===== config.mk =====
export PLATFORM = sky130hd
export DESIGN_NAME = alu_step_sequencer
export DESIGN_NICKNAME = d
export VERILOG_FILES = /design/src/rtl/alu_step_sequencer.sv
export SDC_FILE = /design/constraint.sdc
export NUM_CORES = 1
export LEC_CHECK = 0
export ABC_AREA = 0
export BUFFER_PORTS_ARGS = -buffer_cell sky130_fd_sc_hd__buf_2
export CAP_MARGIN = 20
export CORE_MARGIN = 3
export CORE_UTILIZATION = 35
export CTS_CLUSTER_SIZE = 8
export DETAILED_ROUTE_END_ITERATION = 8
export MAX_ROUTING_LAYER = met4
export PLACE_DENSITY = 0.69
export REMOVE_ABC_BUFFERS = 1
export SLEW_MARGIN = 30
export SYNTH_ARGS = -nofsm -noshare
export SYNTH_HDL_FRONTEND = slang
export SYNTH_SLANG_ARGS = --single-unit
export TNS_END_PERCENT = 50

===== constraint.sdc =====
create_clock -name Clock -period 1.7 [get_ports Clock]
set_clock_uncertainty 0.1 [all_clocks]
set_input_delay 0.255 -clock Clock [delete_from_list [all_inputs] [get_ports Clock]]
set_output_delay 0.255 -clock Clock [all_outputs]
set_load 0.03 [all_outputs]

===== src/rtl/alu_step_sequencer.sv =====
`default_nettype none
// +--------------------------------------------------------------------------+
// | Module      : alu_step_sequencer                                         |
// | Description : Moore control sequencer that walks a single ALU            |
// |               instruction through its datapath micro-steps.              |
// |               An instruction is latched on an accepted start. The block  |
// |               then emits bus-drive, register-load and ALU strobes, one   |
// |               state per clock.                                           |
// | Revision    : 1.0 - initial release                                      |
// +--------------------------------------------------------------------------+
// | Ports                                                                    |
// |   Clock     in   1   rising-edge clock                                   |
// |   clear     in   1   asynchronous active-low reset                       |
// |   start     in   1   execute request, sampled only in IDLE               |
// |   ir        in  32   instruction {opcode[31:27],Ra,Rb,Rc,unused[14:0]}   |
// |   op        out  5   ALU opcode, valid only while Zhighin/Zlowin high    |
// |   Rout      out 16   one-hot register-to-bus drive enables               |
// |   Rin       out 16   one-hot bus-to-register load enables                |
// |   Yin..LOin out  1   datapath strobes                                    |
// |   busy      out  1   high whenever the sequencer is outside IDLE         |
// |   done      out  1   one-cycle completion pulse                          |
// |   err       out  1   one-cycle illegal-opcode pulse                      |
// +--------------------------------------------------------------------------+
module alu_step_sequencer (
   input  logic        Clock,
   input  logic        clear,
   input  logic        start,
   input  logic [31:0] ir,
   output logic [4:0]  op,
   output logic [15:0] Rout,
   output logic [15:0] Rin,
   output logic        Yin,
   output logic        Zhighin,
   output logic        Zlowin,
   output logic        Zhighout,
   output logic        Zlowout,
   output logic        HIin,
   output logic        LOin,
   output logic        busy,
   output logic        done,
   output logic        err
);

   localparam logic [2:0] S_IDLE = 3'd0;
   localparam logic [2:0] S_T_Y  = 3'd1;
   localparam logic [2:0] S_T_OP = 3'd2;
   localparam logic [2:0] S_T_LO = 3'd3;
   localparam logic [2:0] S_T_HI = 3'd4;
   localparam logic [2:0] S_FIN  = 3'd5;
   localparam logic [2:0] S_BAD  = 3'd6;

   localparam logic [1:0] CLS_TWO    = 2'd0;
   localparam logic [1:0] CLS_WIDE   = 2'd1;
   localparam logic [1:0] CLS_SINGLE = 2'd2;
   localparam logic [1:0] CLS_ILLEGAL = 2'd3;

   localparam logic [4:0] OPC_MUL = 5'b01111;
   localparam logic [4:0] OPC_DIV = 5'b10000;
   localparam logic [4:0] OPC_NEG = 5'b10001;
   localparam logic [4:0] OPC_NOT = 5'b10010;

   logic [2:0] state;
   logic [2:0] state_nxt;
   logic [4:0] opc_lat;
   logic [3:0] ra_lat;
   logic [3:0] rb_lat;
   logic [3:0] rc_lat;
   logic [1:0] cls_in;
   logic [1:0] cls_lat;

   // The low 15 instruction bits carry no meaning for this sequencer.
   logic unused_ir_bits;
   assign unused_ir_bits = ^ir[14:0];

   function automatic logic [1:0] classify(input logic [4:0] opc);
      logic [1:0] cls;
      if (opc == OPC_MUL || opc == OPC_DIV)
         cls = CLS_WIDE;
      else if (opc == OPC_NEG || opc == OPC_NOT)
         cls = CLS_SINGLE;
      else if (opc < OPC_MUL)
         cls = CLS_TWO;
      else
         cls = CLS_ILLEGAL;
      return cls;
   endfunction

   // IDLE routing must look at the live opcode because the latch is
   // loaded on the same edge that leaves IDLE.
   assign cls_in  = classify(ir[31:27]);
   assign cls_lat = classify(opc_lat);

   // State register and instruction latch
   always_ff @(posedge Clock or negedge clear) begin
      if (!clear) begin
         state   <= S_IDLE;
         opc_lat <= 5'd0;
         ra_lat  <= 4'd0;
         rb_lat  <= 4'd0;
         rc_lat  <= 4'd0;
      end else begin
         state <= state_nxt;
         if (state == S_IDLE && start) begin
            opc_lat <= ir[31:27];
            ra_lat  <= ir[26:23];
            rb_lat  <= ir[22:19];
            rc_lat  <= ir[18:15];
         end
      end
   end

   // Next-state logic
   always_comb begin
      state_nxt = S_IDLE;
      case (state)
         S_IDLE: begin
            if (!start)
               state_nxt = S_IDLE;
            else if (cls_in == CLS_ILLEGAL)
               state_nxt = S_BAD;
            else if (cls_in == CLS_SINGLE)
               state_nxt = S_T_OP;
            else
               state_nxt = S_T_Y;
         end
         S_T_Y:  state_nxt = S_T_OP;
         S_T_OP: state_nxt = S_T_LO;
         S_T_LO: state_nxt = (cls_lat == CLS_WIDE) ? S_T_HI : S_FIN;
         S_T_HI: state_nxt = S_FIN;
         S_FIN:  state_nxt = S_IDLE;
         S_BAD:  state_nxt = S_IDLE;
         default: state_nxt = S_IDLE;
      endcase
   end

   // Moore output decode: only state and latched fields are used, so the
   // bus drivers stay glitch-free with respect to the start/ir inputs.
   always_comb begin
      op       = 5'd0;
      Rout     = 16'd0;
      Rin      = 16'd0;
      Yin      = 1'b0;
      Zhighin  = 1'b0;
      Zlowin   = 1'b0;
      Zhighout = 1'b0;
      Zlowout  = 1'b0;
      HIin     = 1'b0;
      LOin     = 1'b0;
      busy     = 1'b1;
      done     = 1'b0;
      err      = 1'b0;
      case (state)
         S_IDLE: busy = 1'b0;
         S_T_Y: begin
            Rout = 16'd1 << rb_lat;
            Yin  = 1'b1;
         end
         S_T_OP: begin
            // Single-operand ops take their only source from the Rb field.
            Rout    = (cls_lat == CLS_SINGLE) ? (16'd1 << rb_lat)
                                              : (16'd1 << rc_lat);
            op      = opc_lat;
            Zhighin = 1'b1;
            Zlowin  = 1'b1;
         end
         S_T_LO: begin
            Zlowout = 1'b1;
            // Wide results go to LO/HI instead of the register file.
            if (cls_lat == CLS_WIDE)
               LOin = 1'b1;
            else
               Rin  = 16'd1 << ra_lat;
         end
         S_T_HI: begin
            Zhighout = 1'b1;
            HIin     = 1'b1;
         end
         S_FIN: done = 1'b1;
         S_BAD: err  = 1'b1;
         default: busy = 1'b0;
      endcase
   end

endmodule
`default_nettype wire


## Yosys cells after proc, flatten, opt, wreduce, memory -nomap -nowiden

Cells that the tools add are included.

| cells by class | value |
|---|---|
| shifts and indexed selects | 3 |
| magnitude comparators | 2 |
| reduce and logical (&&, ||, !) cells | 7 |
| multiplexer cells | 25 |
| equality and inequality tests | 18 |

Operators with widths:

| kind | count |
|---|---|
| $mux 16 | 3 |
| $shl 1x4->16 const A | 3 |
| $pmux 16 s2 | 1 |
| $eq 5x5->1 const B | 6 |
| $pmux 3 s5 | 1 |
| $mux 2 | 7 |
| $eq 5x4->1 const B | 2 |
| $lt 5x4->1 const B | 2 |
| $mux 1 | 10 |
| $eq 3x3->1 const B | 3 |
| $eq 2x2->1 const B | 3 |
| $eq 3x2->1 const B | 2 |
| $mux 3 | 2 |
| $reduce_or 6->1 | 1 |
| $mux 5 | 1 |
| $logic_or 1x1->1 | 4 |
| $eq 3x1->1 const B | 1 |
| $logic_not 3->1 | 1 |
| $eq 2x1->1 const B | 1 |
| $logic_and 1x1->1 | 1 |

| word-level totals | value |
|---|---|
| logic and storage cells | 60 |
| bits of input ports | 35 |
| output and inout bits | 47 |
| bits in registers | 20 |

## Longest topological paths before layout

| logic depth | value |
|---|---|
| depth in word-level cells | 9 |
| mapped depth | 5 |
| mapped depth without buffers | 4 |

## Least setup slack after synthesis

No wires, ideal clock.

| timing | value |
|---|---|
| path type | register -> output |
| start | register state[2] |
| end | output port Rin[10] |
| data required time | 1,345 ps |
| path slack | -711 ps |
| cell stages (with the launch flop) | 5 |
| arrival time | 2,056 ps |
| path buffers | 2 |
| cells stage by stage | dfrtp_1 > clkbuf_1 > nand3b_1 > clkbuf_1 > nor4_1 |

| between the ends | value |
|---|---|
| longest elaborated chain between the ends | 2 |

Ends and longest elaborated chain:

| element | RTL line | RTL |
|---|---|---|
| start: declaration | 62 | `logic [2:0] state;` |
| start signal: assignment | 102 | `state <= state_nxt;` |
| $eq 3x2->1 | 152 | `case (state)` |
| $mux 16 | 152 |  |
| end: declaration | 31 | `output logic [15:0] Rin,` |

No other way between the ends.

## Final worst setup path

| timing | value |
|---|---|
| start | register opc_lat[2] |
| end | output port Rin[6] |

| between the ends | value |
|---|---|
| longest elaborated chain between the ends | 7 |
| elaborated cells between the ends (all ways) | 13 |
| those cells by class | 1 x order compare; 5 x eq/ne; 5 x mux; 2 x reduce/logical |

Ends and longest elaborated chain:

| element | RTL line | RTL |
|---|---|---|
| start: declaration | 64 | `logic [4:0] opc_lat;` |
| start signal: assignment | 104 | `opc_lat <= ir[31:27];` |
| $lt 5x4->1 / $eq 5x5->1 (equally long branches) | 81, 79 |  |
| $mux 2 / $logic_or 1x1->1 (equally long branches) | 81, 79 |  |
| $mux 2 | 79 | `else if (opc == OPC_NEG \|\| opc == OPC_NOT)` |
| $mux 2 (*) | 77 | `if (opc == OPC_MUL \|\| opc == OPC_DIV)` |
| $eq 2x1->1 (*) | 169 | `if (cls_lat == CLS_WIDE)` |
| $mux 16 (*) | 169 |  |
| $mux 16 (*) | 152 |  |

Mark *: on every way between the ends. The rest lies on a longest branch, timed or not.

==> flow_metrics.env <==
export IMPL_antenna_found_initial=0
export IMPL_rows=22
export IMPL_hold_viol=0
export IMPL_outcome="complete, but fails checks"
export IMPL_ios=82
export IMPL_max_freq_mhz=434.9
export IMPL_period_share=1.353
export IMPL_synth_main_ff_cell="dfrtp_1"
export IMPL_nNetsFinal=283
export IMPL_grt_max_degree=21
export IMPL_synth_edf_count=0
export IMPL_yosysTopAreaCellShare=0.3537
export IMPL_cpPeakStageDelay_ns=0.43
export IMPL_synth_top_area_cell="dfrtp_1"
export IMPL_drc_errors=0
export IMPL_path_buf_inv=3
export IMPL_hold_path_class="in2reg"
export IMPL_grt_setup_unrepaired="true"
export IMPL_crit_family="buffers and inverters"
export IMPL_report_final_slew_viol_count=0
export IMPL_seqPwrFrac=0.230
export IMPL_die_w_um=69.59
export IMPL_rrSetupSlack_ns=-0.02
export IMPL_netlist_instances=158
export IMPL_final_cell_count_no_fill=294
export IMPL_dp_slack_ns=-0.3450
export IMPL_tns_ns=-20.46
export IMPL_totalWireLength_mm=4.586
export IMPL_violations="negative setup slack"
export IMPL_powerDensity_nw_per_um2=1821
export IMPL_fillers=316
export IMPL_ys_ff_latch=20
export IMPL_cts_clk_slew_worst_paths_ns=0.07
export IMPL_dp_hpwl_mm=2.996
export IMPL_cp_cell_sequence="or3b_4 -> buf_6 -> o32ai_4 -> buf_12 -> nor4_1 -> buf_4"
export IMPL_p_int_uw=2235
export IMPL_seq_area_frac_synth=0.3537
export IMPL_cts_buffers=3
export IMPL_grt_ovfl_total=0
export IMPL_startpoint_type="register"
export IMPL_syn_area_um2=1415
export IMPL_core_um2=3771
export IMPL_swShare=0.4874
export IMPL_worstPathArrival_ns=1.94
export IMPL_clock_power_share=0.068
export IMPL_grt_use_total=0.1817
export IMPL_wl_per_cell_um=15.60
export IMPL_setup_viol=45
export IMPL_tightest_slew_ns=0.4575
export IMPL_viasPerCell=5.425
export IMPL_yosys_warnings=0
export IMPL_critPathKind="reg2out"
export IMPL_antenna_left=0
export IMPL_totalPowerFinal_uw=4361
export IMPL_cp_end_kind="primary output"
export IMPL_yosys_top_cells_count="20 x dfrtp_1, 17 x nor4_1, 16 x nand2_1, 16 x o22ai_1, 14 x mux2_2"
export IMPL_antenna_cells=0
export IMPL_leakage_uw=0.001062
export IMPL_p_comb_frac=0.702
export IMPL_slowest_stage="or3b_4"
export IMPL_die_height_um=69.59
export IMPL_initial_utilization=0.3752
export IMPL_grt_first_pass_wirelength_mm=7.148
export IMPL_setup_slack_ns=-0.5994
export IMPL_firstDrtPassIters=4
export IMPL_finalWeightedCongestion=0.9324
export IMPL_root_buffer="clkbuf_8"
export IMPL_area_growth_pct=69.23
export IMPL_dp_cells=284
export IMPL_synth_async_reset_ratio=1.000
export IMPL_htreeDepth=1
export IMPL_ctsLongestPathBuffers=2
export IMPL_vias=1595
export IMPL_io_buffer_count=66
export IMPL_period_minus_slack_ns=2.299
export IMPL_syn_avg_cell_area_um2=8.956
export IMPL_yosysMostFrequentCell="dfrtp_1"
export IMPL_drive_gt1_frac=0.5528
export IMPL_cts_tree="built"
export IMPL_synth_area_leaders="dfrtp_1 35%, mux2_2 11%, nor4_1 7.5%"
export IMPL_ff_latch_area_um2=500.5
export IMPL_cts_sinks=20
export IMPL_synth_cell_types=34
export IMPL_required_ns=1.34
export IMPL_insertion_delay_ns=0.25
export IMPL_grt_pass1_vias=1524
export IMPL_design_die_area_um2=4842
export IMPL_cp_max_fo=16
export IMPL_drv_cap=0
export IMPL_slew_headroom=0.6950
export IMPL_drt_iter0_markers=82
export IMPL_irDropWorstVdd_mv=0.9300
export IMPL_p_switching_uw=2125
export IMPL_multi_input_area_um2=1001
==> placed cells by master, fill, tap and decap left out, types with 4 or more instances in the layout <==
master and count:
and2_1 7, buf_2 22, buf_4 47, buf_6 22
dfrtp_1 20, inv_1 7, mux2_2 14, nand2_1 16
nand2b_1 7, nand3_1 6, nor2_1 5, nor2b_1 4
nor4_1 17, o2111ai_1 4, o22ai_1 4, o22ai_2 6
o22ai_4 6
==> final timing paths <==
check,startpoint,end,cells after the start
hold / removal,ir[15],rc_lat[0]$_DFFE_PN0P_,3
min in group asynchronous,clear,rc_lat[0]$_DFFE_PN0P_,2
setup / recovery,opc_lat[2]$_DFFE_PN0P_,Rin[6],6
hold reg to reg,ra_lat[1]$_DFFE_PN0P_,ra_lat[1]$_DFFE_PN0P_,1
max in group asynchronous,clear,ra_lat[2]$_DFFE_PN0P_,2
setup reg to reg,opc_lat[2]$_DFFE_PN0P_,state[0]$_DFF_PN0_,5
==> tightest hold or removal path: stages <==
cell and delay, ns:
buf_2 0.07, nand2_1 0.03, o21ai_0 0.05
==> per-stage QoR <==
step                hold WS, ns  utilization  instance area (um2)
floorplan               -0.1406            -                 1344
CTS                      0.1045       0.5972                 2252
finish                  0.09830       0.6350                 2395
detailed placement       0.1232       0.5119                 1931
global placement         0.1252       0.5119                 1931
global route             0.1190       0.6350                 2395
==> cell families after synthesis <==
logic type,synth area share
flip-flops,0.3537
XOR/XNOR,0.006190
AO/OA/AOI/OAI,0.1609
multiplexers,0.1114
AND/OR/NAND/NOR,0.2962
buffers and inverters,0.07161
==> sequential cells by signal, summed over array words and instances, names as in the netlist <==
name,cells
opc_lat,5
ra_lat,4
rb_lat,4
rc_lat,4
state,3
==> cell type report <==
cell class                 count  share of cell area
timing repair buffer          94              0.3177
multi-input combinational    121              0.4180
inverter                       8             0.01306
clock buffer                   3             0.01724
sequential                    20              0.2090
tap                           48             0.02508
==> power groups by stage <==
| stage | clock network [uW] | logic, uW | registers, uW |
|---|---|---|---|
| CTS | 307 | 2740 | 986 |
| detailed placement | 0 | 2350 | 984 |
| finish | 298 | 3060 | 1000 |
| global route | 320 | 3270 | 1040 |
| global placement | 0 | 2330 | 968 |
| floorplan | 0 | 1480 | 980 |
==> routing by layer <==
layer	part of all wire	track usage	wire [um]
met5	0	-	0
met4	0.015	0.04989	70
met3	0.050	0.03188	229
met2	0.50	0.3104	2298
met1	0.43	0.2199	1987
==> what timing repair did <==
item                       CTS  global route
hold buffers                 1             0
gates resized for setup     73            24
setup buffers                2             3
hold endpoints to repair    20             0
cloned                       1             0
pin swaps                    2             3
setup endpoints to repair   42            63
No activity file was read; power rests on OpenSTA's default activity.
